$ cat src/rtl/scale_pkg.sv
// Shared constants and state encoding for the grams-to-kilograms weighing path.
// Contents:
//   GRAMS_W, KG_INT_W, KG_FRAC_W  datapath widths
//   GRAMS_PER_KG                  divisor used by the sequential divider
//   state_t                       controller state encoding
package scale_pkg;

    localparam int GRAMS_W   = 12;
    localparam int KG_INT_W  = 12;
    localparam int KG_FRAC_W = 10;

    localparam logic [GRAMS_W-1:0] GRAMS_PER_KG = 12'd1000;

    typedef enum logic [1:0] {
        ACCUM   = 2'd0,
        PROCESS = 2'd1,
        CONVERT = 2'd2,
        OUTPUT  = 2'd3
    } state_t;

endpackage

$ cat src/rtl/grams_div1000_seq.sv
// Sequential divide-by-1000 by repeated subtraction.
// A start pulse loads net; afterwards one subtraction is done per cycle.
// Ports:
//   clk, rst_n  clock, synchronous active-low reset
//   start       load net and begin dividing (one-cycle pulse)
//   net         dividend in grams
//   done        high while the quotient/remainder are final and a division is running
//   q           quotient in kilograms (held after done)
//   rem         remainder in grams, 0..999 (held after done)
module grams_div1000_seq
    import scale_pkg::*;
(
    input  logic                 clk,
    input  logic                 rst_n,
    input  logic                 start,
    input  logic [GRAMS_W-1:0]   net,
    output logic                 done,
    output logic [KG_INT_W-1:0]  q,
    output logic [KG_FRAC_W-1:0] rem
);

    logic                running;
    logic [GRAMS_W-1:0]  rem_r;
    logic [KG_INT_W-1:0] q_r;

    always_ff @(posedge clk) begin
        if (!rst_n) begin
            running <= 1'b0;
            rem_r   <= '0;
            q_r     <= '0;
        end else if (start) begin
            running <= 1'b1;
            rem_r   <= net;
            q_r     <= '0;
        end else if (running) begin
            if (rem_r >= GRAMS_PER_KG) begin
                rem_r <= rem_r - GRAMS_PER_KG;
                q_r   <= q_r + 12'd1;
            end else begin
                running <= 1'b0;
            end
        end
    end

    // done is flagged in the cycle the remainder first drops below 1000,
    // so the caller can leave its wait state on the same edge that stops us.
    assign done = running && (rem_r < GRAMS_PER_KG);
    assign q    = q_r;
    assign rem  = rem_r[KG_FRAC_W-1:0];

endmodule

$ cat src/rtl/scale_weigh_controller.sv
// Weighing-scale controller: averages raw gram samples over a window, applies
// tare, tracks stability and overload, and converts net grams to kg + grams.
//
//   state   | meaning
//   ACCUM   | summing samples of the current window
//   PROCESS | one cycle: tare, net, overload, stability update, start divide
//   CONVERT | waiting on the sequential divide-by-1000
//   OUTPUT  | one cycle: update display registers, pulse displayValid
//
// Ports:
//   clk, rst_n           clock, synchronous active-low reset
//   sampleValid/Grams    raw gross weight sample (ignored unless in ACCUM)
//   tareReq              tare request, latched until the next PROCESS
//   kgInteger/kgFraction net weight as whole kg and remaining grams
//   displayValid         one-cycle pulse per processed window
//   stable, overload     registered status levels, updated in PROCESS
//   busy                 high whenever samples are not accepted
module scale_weigh_controller
    import scale_pkg::*;
#(
    parameter int AVG_LOG2     = 2,
    parameter int STABLE_TOL   = 5,
    parameter int STABLE_COUNT = 3,
    parameter int MAX_GRAMS    = 4000
) (
    input  logic                 clk,
    input  logic                 rst_n,
    input  logic                 sampleValid,
    input  logic [GRAMS_W-1:0]   sampleGrams,
    input  logic                 tareReq,
    output logic [KG_INT_W-1:0]  kgInteger,
    output logic [KG_FRAC_W-1:0] kgFraction,
    output logic                 displayValid,
    output logic                 stable,
    output logic                 overload,
    output logic                 busy
);

    localparam int ACC_W = GRAMS_W + AVG_LOG2;
    localparam int SC_W  = $clog2(STABLE_COUNT + 1);

    state_t               state;
    logic [ACC_W-1:0]     acc;
    logic [AVG_LOG2-1:0]  cnt;
    logic [GRAMS_W-1:0]   avg;
    logic [GRAMS_W-1:0]   prev_avg;
    logic [GRAMS_W-1:0]   tare_offset;
    logic                 tare_pending;
    logic [SC_W-1:0]      stable_cnt;

    logic [ACC_W-1:0]     acc_sum;
    logic [GRAMS_W-1:0]   diff;
    logic [GRAMS_W-1:0]   net;
    logic [SC_W-1:0]      stable_cnt_next;

    logic                 div_done;
    logic [KG_INT_W-1:0]  div_q;
    logic [KG_FRAC_W-1:0] div_rem;

    always_comb begin
        acc_sum = acc + {{AVG_LOG2{1'b0}}, sampleGrams};
        diff    = (avg >= prev_avg) ? (avg - prev_avg) : (prev_avg - avg);

        stable_cnt_next = '0;
        if (diff <= GRAMS_W'(STABLE_TOL)) begin
            if (stable_cnt >= SC_W'(STABLE_COUNT))
                stable_cnt_next = stable_cnt;
            else
                stable_cnt_next = stable_cnt + SC_W'(1);
        end

        net = '0;
        if (!tare_pending && (avg > tare_offset))
            net = avg - tare_offset;
    end

    grams_div1000_seq u_div (
        .clk   (clk),
        .rst_n (rst_n),
        .start (state == PROCESS),
        .net   (net),
        .done  (div_done),
        .q     (div_q),
        .rem   (div_rem)
    );

    always_ff @(posedge clk) begin
        if (!rst_n) begin
            state        <= ACCUM;
            acc          <= '0;
            cnt          <= '0;
            avg          <= '0;
            prev_avg     <= '0;
            tare_offset  <= '0;
            tare_pending <= 1'b0;
            stable_cnt   <= '0;
            kgInteger    <= '0;
            kgFraction   <= '0;
            displayValid <= 1'b0;
            stable       <= 1'b0;
            overload     <= 1'b0;
        end else begin
            displayValid <= 1'b0;
            if (tareReq)
                tare_pending <= 1'b1;

            case (state)
                ACCUM: begin
                    if (sampleValid) begin
                        if (cnt == '1) begin
                            avg   <= acc_sum[ACC_W-1 -: GRAMS_W];
                            acc   <= '0;
                            cnt   <= '0;
                            state <= PROCESS;
                        end else begin
                            acc <= acc_sum;
                            cnt <= cnt + AVG_LOG2'(1);
                        end
                    end
                end
                PROCESS: begin
                    overload <= (avg > GRAMS_W'(MAX_GRAMS));
                    if (tare_pending) begin
                        tare_offset  <= avg;
                        // A request arriving in this very cycle stays pending.
                        tare_pending <= tareReq;
                    end
                    stable_cnt <= stable_cnt_next;
                    stable     <= (stable_cnt_next >= SC_W'(STABLE_COUNT));
                    prev_avg   <= avg;
                    state      <= CONVERT;
                end
                CONVERT: begin
                    if (div_done)
                        state <= OUTPUT;
                end
                OUTPUT: begin
                    if (!overload) begin
                        kgInteger  <= div_q;
                        kgFraction <= div_rem;
                    end
                    displayValid <= 1'b1;
                    acc          <= '0;
                    cnt          <= '0;
                    state        <= ACCUM;
                end
                default: state <= ACCUM;
            endcase
        end
    end

    assign busy = (state != ACCUM);

endmodule

$ cat config.mk
export PLATFORM = sky130hd
export DESIGN_NAME = scale_weigh_controller
export DESIGN_NICKNAME = d
export VERILOG_FILES = /design/src/rtl/scale_pkg.sv /design/src/rtl/grams_div1000_seq.sv /design/src/rtl/scale_weigh_controller.sv
export SDC_FILE = /design/constraint.sdc
export NUM_CORES = 1
export LEC_CHECK = 0
export ABC_AREA = 1
export CAP_MARGIN = 0
export CORE_ASPECT_RATIO = 1.75
export CORE_MARGIN = 2
export CORE_UTILIZATION = 54
export CTS_BUF_LIST = sky130_fd_sc_hd__clkbuf_4 sky130_fd_sc_hd__clkbuf_8 sky130_fd_sc_hd__clkbuf_16
export DETAILED_ROUTE_END_ITERATION = 12
export GPL_TIMING_DRIVEN = 0
export PLACE_DENSITY = 0.84
export SLEW_MARGIN = 10
export SYNTH_ARGS = -nofsm -noshare
export SYNTH_HDL_FRONTEND = slang
export SYNTH_SLANG_ARGS = --single-unit
$ cat constraint.sdc
create_clock -name clk -period 2 [get_ports clk]
set_input_delay 0.2 -clock clk [delete_from_list [all_inputs] [get_ports clk]]
set_output_delay 0.2 -clock clk [all_outputs]
set_load 0.02 [all_outputs]
==> flow_summary.ini <==
[worst_setup_path]
critPathKind = reg -> reg
rr_endpoint = stable_cnt[0]
max_stage_delay_ns = 0.36
arrival_ns = 2.51
r2r-start = avg[3]
critPathCaptureType = flip-flop
r2r_setup_slack_ns = -0.21
worstPathRequired_ns = 2.30
crit_path_top_delay_cell = dfxtp_4
cp_max_fo = 10
path_common_cell = nand2_1
cp_cell_sequence = clkinvlp_4 > ha_4 > buf_6 > a21oi_1 > nand2_1 > nand2_1 > nand2_1 > nand2_1 > nand2_1 > nand2_1 > nand2_1 > inv_1 > nand2_1 > nor2_2 > nand4_1 > nand2_1
worst_setup_path_start_kind = flip-flop
worstRegToRegCells = 16

[placed_design]
portBuffers = 40
dp_hpwl_microns = 14300
post-place-ws_ns = -0.530
dp_cells = 1199
routabilityCongestion = 0.969

[clock_tree]
cts_buffers = 9
tritoncts = yes
clk_latency_ns = 0.35
htreeDepth = 3
cts_num_sinks = 107
cts-root-buf = clkbuf_16
clockBufferDepth = 2
clk_pin_slew_ns = 0.08
hold_buffers = 0

[die]
initial_utilization_pct = 54.6
core.rowCount = 54
dieArea_sq_mm = 0.0135
die_w_microns = 88.5
dieHeight_microns = 152
core_sq_mm = 0.0124
pin_count = 42

[detailed_routing]
vias = 7188
drt-pass1-iter-count = 5
viasPerCell = 5.81
wl_per_cell_microns = 17.0
ant_nets = 0
first_iter_violations = 341
drc = 0
wirelength_microns = 21100

[finish]
drive_above_1_share_pct = 16.8
multi_input_area_sq_mm = 0.00435
final_util_pct = 67.5
layout_commonest_cell = nand2_1
layout_common_cells = nand2_1 (205), inv_1 (137), dfxtp_1 (94)
seq_area_sq_mm = 0.00218
area_growth_pct = 23.7
fill_cells = 954
antennaDiodeCount = 0
fin_nets = 1139
final_cells = 1238

[sta]
slew_headroom_pct = 62.9
rsz0062_at_grt = yes
finalSetupViolations = 15
period_minus_slack_ns = 2.21
finalMaxSlewViolations = 0
finClkSkew_ns = 0.00990
fin_ws_ns = -0.206
fin_crit_sh_pct = 110
worst_slew_pin_slew_ns = 0.556
fmax_ghz = 0.453
hold_viol_final = 0

[synthesis]
synth-edff-count = 0
ys_ff_latch = 107
avgSynthCellArea_sq_um = 6.81
synth_nets = 1065
yosysSeqAreaShare_pct = 31.7
syn_area_sq_mm = 0.00675
ys.flop_type = dfxtp_1
synth_cell_type_count = 45
async_reset_ff_share_pct = 0
syn-instance-count = 991
ys_warn_count = 0

[min_path]
whs_path_depth = 3
min_from = rst_n
hold_path_class = in -> reg
hold-path-endpoint = u_div.rem_r[6]

[grt]
grt_max_degree = 19
grt_pass1_vias = 6716
grt_pass1_wl_microns = 31400
grt.overflow.total = 0
antenna_found_initial = 0
grt.total_usage_pct = 29.6

[run_status]
violations = negative setup slack
outcome = finished, violations left

[power]
p_total_w = 0.00839
powerDensity_mw_per_mm2 = 1000
leakagePower_nw = 3.88
ir_drop_mv = 0.755

[flow_run]
maxCapViolations = 0
[cell usage after synthesis, types with 4 or more instances]
master | number | area share, %
nand2_2 | 12 | 1.1
o21ai_1 | 4 | 0.30
nand4_1 | 16 | 1.5
or2_2 | 7 | 0.65
ha_1 | 54 | 10
o22ai_1 | 12 | 1.1
clkbuf_1 | 21 | 1.2
nor3_1 | 9 | 0.67
fa_1 | 4 | 1.2
a21oi_1 | 104 | 7.7
o21ai_0 | 83 | 6.2
xnor2_1 | 5 | 0.65
a31oi_1 | 6 | 0.56
xor2_1 | 14 | 1.8
a21o_1 | 7 | 0.78
nor2_2 | 6 | 0.56
nand2_1 | 218 | 12
nor2_1 | 61 | 3.4
nand3_1 | 52 | 3.9
nand3_2 | 4 | 0.59
dfxtp_1 | 107 | 32
nor2_4 | 4 | 0.67
inv_1 | 146 | 8.1
[flip-flops by register name, summed over array words and instances (netlist names)]
name and count:
stable_cnt 2, stable 1, u_div.q 12, u_div.rem_r 12, avg 12, tare_offset 12
tare_pending 1, overload 1, kgFraction 10, acc 14, kgInteger 12, state 2
u_div.running 1, prev_avg 12, displayValid 1, cnt 2
[layer usage]
layer | vias to the layer above | global-route usage, % | part of all wire [%]
met2 | 343 | 54.2 | 53
li1 | 3380 | - | -
met4 | 0 | 19.5 | 7.5
met5 | - | 0 | 0
met3 | 120 | 3.26 | 4.9
met1 | 3345 | 30.0 | 35
[per-stage QoR]
| stage | area [sq um] | setup TNS, ns | hold slack [ns] |
|---|---|---|---|
| floorplan | 6760 | 0 | 0.317 |
| global placement | 7370 | -6.96 | 0.443 |
| detailed placement | 7370 | -8.48 | 0.452 |
| CTS | 7980 | -0.400 | 0.304 |
| global route | 8350 | -2.19 | 0.321 |
| finish | 8350 | -1.64 | 0.314 |
[worst max path at each step]
stage	startpoint	to	slack, ns
floorplan	avg[0]	stable_cnt[1]	0.01
global placement	sampleGrams[0]	acc[10]	-0.46
detailed placement	sampleGrams[0]	avg[8]	-0.53
CTS	prev_avg[0]	stable_cnt[0]	-0.13
global route	avg[3]	stable_cnt[0]	-0.29
finish	avg[3]	stable_cnt[0]	-0.21
[power breakdown]
group	leakage [nW]	switching [W]	internal [W]	total, W
Clock	0.142	0.000833	0.000978	0.00181
Combinational	2.86	0.00245	0.00150	0.00395
Sequential	0.876	0.000209	0.00242	0.00263
Total	3.88	0.00350	0.00489	0.00839
[what timing repair did]
item                       CTS  global route
setup endpoints to repair   28            40
pin swaps                   25            35
setup buffers               11            14
resized for setup           69            71
[critical path, delay by kind of cell (launching register included)]
kind	cells	cell delay [ns]
fa+ha+maj	1	0.25
compound gates	1	0.29
buf+inv	3	0.28
flops	1	0.36
simple gates	11	0.96
[kinds of logic after synthesis]
logic type / Yosys count / share of synthesized area [%]
AND/OR/NAND/NOR: 399 / 26.2
AO/OA/AOI/OAI: 228 / 18.0
buffers and inverters: 180 / 10.4
flip-flops: 107 / 31.7
adder cells (fa/ha/maj): 58 / 11.2
XOR/XNOR: 19 / 2.46
[layout make-up]
| type | count | share of cell area (%) |
|---|---|---|
| clock buffers | 9 | 2.70 |
| clock inverters | 7 | 0.914 |
| well taps | 168 | 2.52 |
| multi-input cells | 704 | 52.1 |
| flip-flops and latches | 107 | 26.1 |
| inverters | 152 | 7.12 |
| repair buffers | 65 | 7.09 |
| plain buffers | 26 | 1.51 |
No activity file was read; power rests on OpenSTA's default activity.
==> RTL change: new RTL, same flow settings <==
Encoding of `state_t`: now Gray code (2 bits for 4 states).
--- a/src/rtl/scale_pkg.sv
+++ b/src/rtl/scale_pkg.sv
@@ -14,6 +14,6 @@
     typedef enum logic [1:0] {
-        ACCUM   = 2'd0,
-        PROCESS = 2'd1,
-        CONVERT = 2'd2,
-        OUTPUT  = 2'd3
+        ACCUM   = 2'b00,
+        PROCESS = 2'b01,
+        CONVERT = 2'b11,
+        OUTPUT  = 2'b10
     } state_t;
Behaviour: no difference found for any inputs over 4 cycles, from zero or initial values and one cycle with rst_n low; so few cycles prove little.
==> RTL change against the unedited design <==
The run still ends with setup timing left. Non-clock buffer count is 7 higher. Clock power is 8% higher. Worst setup slack worse by 0.0013 ns. Total power is 15% higher. Critical path depth is 3 lower. Fmax hardly changed. Wire length is 1.4% lower. Synthesized area is 0.78% higher. Sequential cell count stayed put. Sequential power is 3% higher. Synthesized cell count is 0.91% higher. Final area is 1.7% higher. Critical path type unchanged. Largest power group unchanged.
==> RTL change: results (changes against the unedited design) <==
status complete, but fails checks (unchanged); failing checks setup timing (unchanged); Setup-failing EPs final 15 (unchanged); Hold Crit Class flip-flop to flip-flop (was primary input to flip-flop); vias per cell 5.70 (was 5.81); min-delay src stable (was rst_n); final worst slack -0.207 ns (was -0.206 ns); worst reg-to-reg path cell count 13 (was 16); placed cells 1209 (was 1199); sequential-to-total area share from yosys stat 0.315 (was 0.317); Worst EP arrival 2.50 ns (was 2.51 ns); largest net degree at the start of global routing 18 (was 19); Post-Route Setup TNS -2.46 ns (was -1.64 ns); maximum vdd drop 0.739 mV (was 0.755 mV); share of layout cells above drive strength 1 0.187 (was 0.168); Post-Synthesis Cells 1000 (was 991); Reg2Reg Launch Point avg[0] (was avg[3]); Post-Layout Cell Count 1251 (was 1238); Critical Path End u_div.rem_r[4] (was stable_cnt[0]); number of global-route vias before repair 7065 (was 6716); hold path cells 2 (was 3); biggest cell delay along the critical path 0.39 ns (was 0.36 ns); dpl ws -0.616 ns (was -0.530 ns); Worst Hold End stable (was u_div.rem_r[6]); Worst Skew 0.00822 ns (was 0.00990 ns); most frequent cells after synthesis nand2_1 (248), inv_1 (140), dfxtp_1 (107) (was nand2_1 (218), inv_1 (146), dfxtp_1 (107)); Cell Area, Placed 7450 um^2 (was 7370 um^2); synth top area cells dfxtp_1 (31%), nand2_1 (14%), ha_1 (9.2%), a21oi_1 (7.7%), inv_1 (7.7%) (was dfxtp_1 (32%), nand2_1 (12%), ha_1 (10%), inv_1 (8.1%), a21oi_1 (7.7%))
[RTL change: changes by cell type after synthesis, sizes merged, moves of 3 or more]
cell / before / now
clkinv: 3 / 0
a21boi: 0 / 3
buf: 7 / 10
ha: 54 / 50
nand4: 17 / 14
nand2: 231 / 256
nand3: 56 / 74
o21ai: 88 / 54
nor2: 71 / 64
o31ai: 2 / 5
[RTL change: final cells by class]
class / instances / share of cell area
Clock buffer: 10 / 0.0281
Buffer: 29 / 0.0171
Clock inverter: 5 / 0.0100
Inverter: 150 / 0.0693
Tap cell: 168 / 0.0248
Sequential cell: 107 / 0.256
Multi-Input combinational cell: 713 / 0.521
Timing Repair Buffer: 69 / 0.0735
[RTL change: critical path: cells and delay by family (launching register included)]
family	cells	cell delay [ns]
AO/OA/AOI/OAI	2	0.28
adder cells (fa/ha/maj)	2	0.38
buffers and inverters	3	0.26
flip-flops	1	0.39
AND/OR/NAND/NOR	6	0.82
[RTL change: power breakdown]
group,switching [uW],leakage [uW],internal [uW]
combinational,3090,0.00279,1840
clock,831,0.000155,1130
sequential,276,0.000874,2440
total,4200,0.00382,5410
[RTL change: cells by family (layout without fill, tap and decap cells)]
group	Yosys count	after routing	share of synthesized area
AND/OR/NAND/NOR	432	432	0.284
AO/OA/AOI/OAI	205	205	0.166
buffers and inverters	180	263	0.103
flip-flops	107	107	0.315
adder cells (fa/ha/maj)	54	54	0.104
XOR/XNOR	22	22	0.0283
[RTL change: timing repair]
item / in CTS / in global routing
setup buffers: 18 / 13
pin swaps: 19 / 28
resized for setup: 81 / 58
cloned: 0 / 0
setup endpoints to repair: 35 / 48
[RTL change: metal layers]
layer	track usage	wire length (um)	up-vias
li1	-	-	3424
met1	0.297	7140	3285
met2	0.542	11000	294
met3	0.0406	881	126
met4	0.224	1750	0
met5	0	0	-
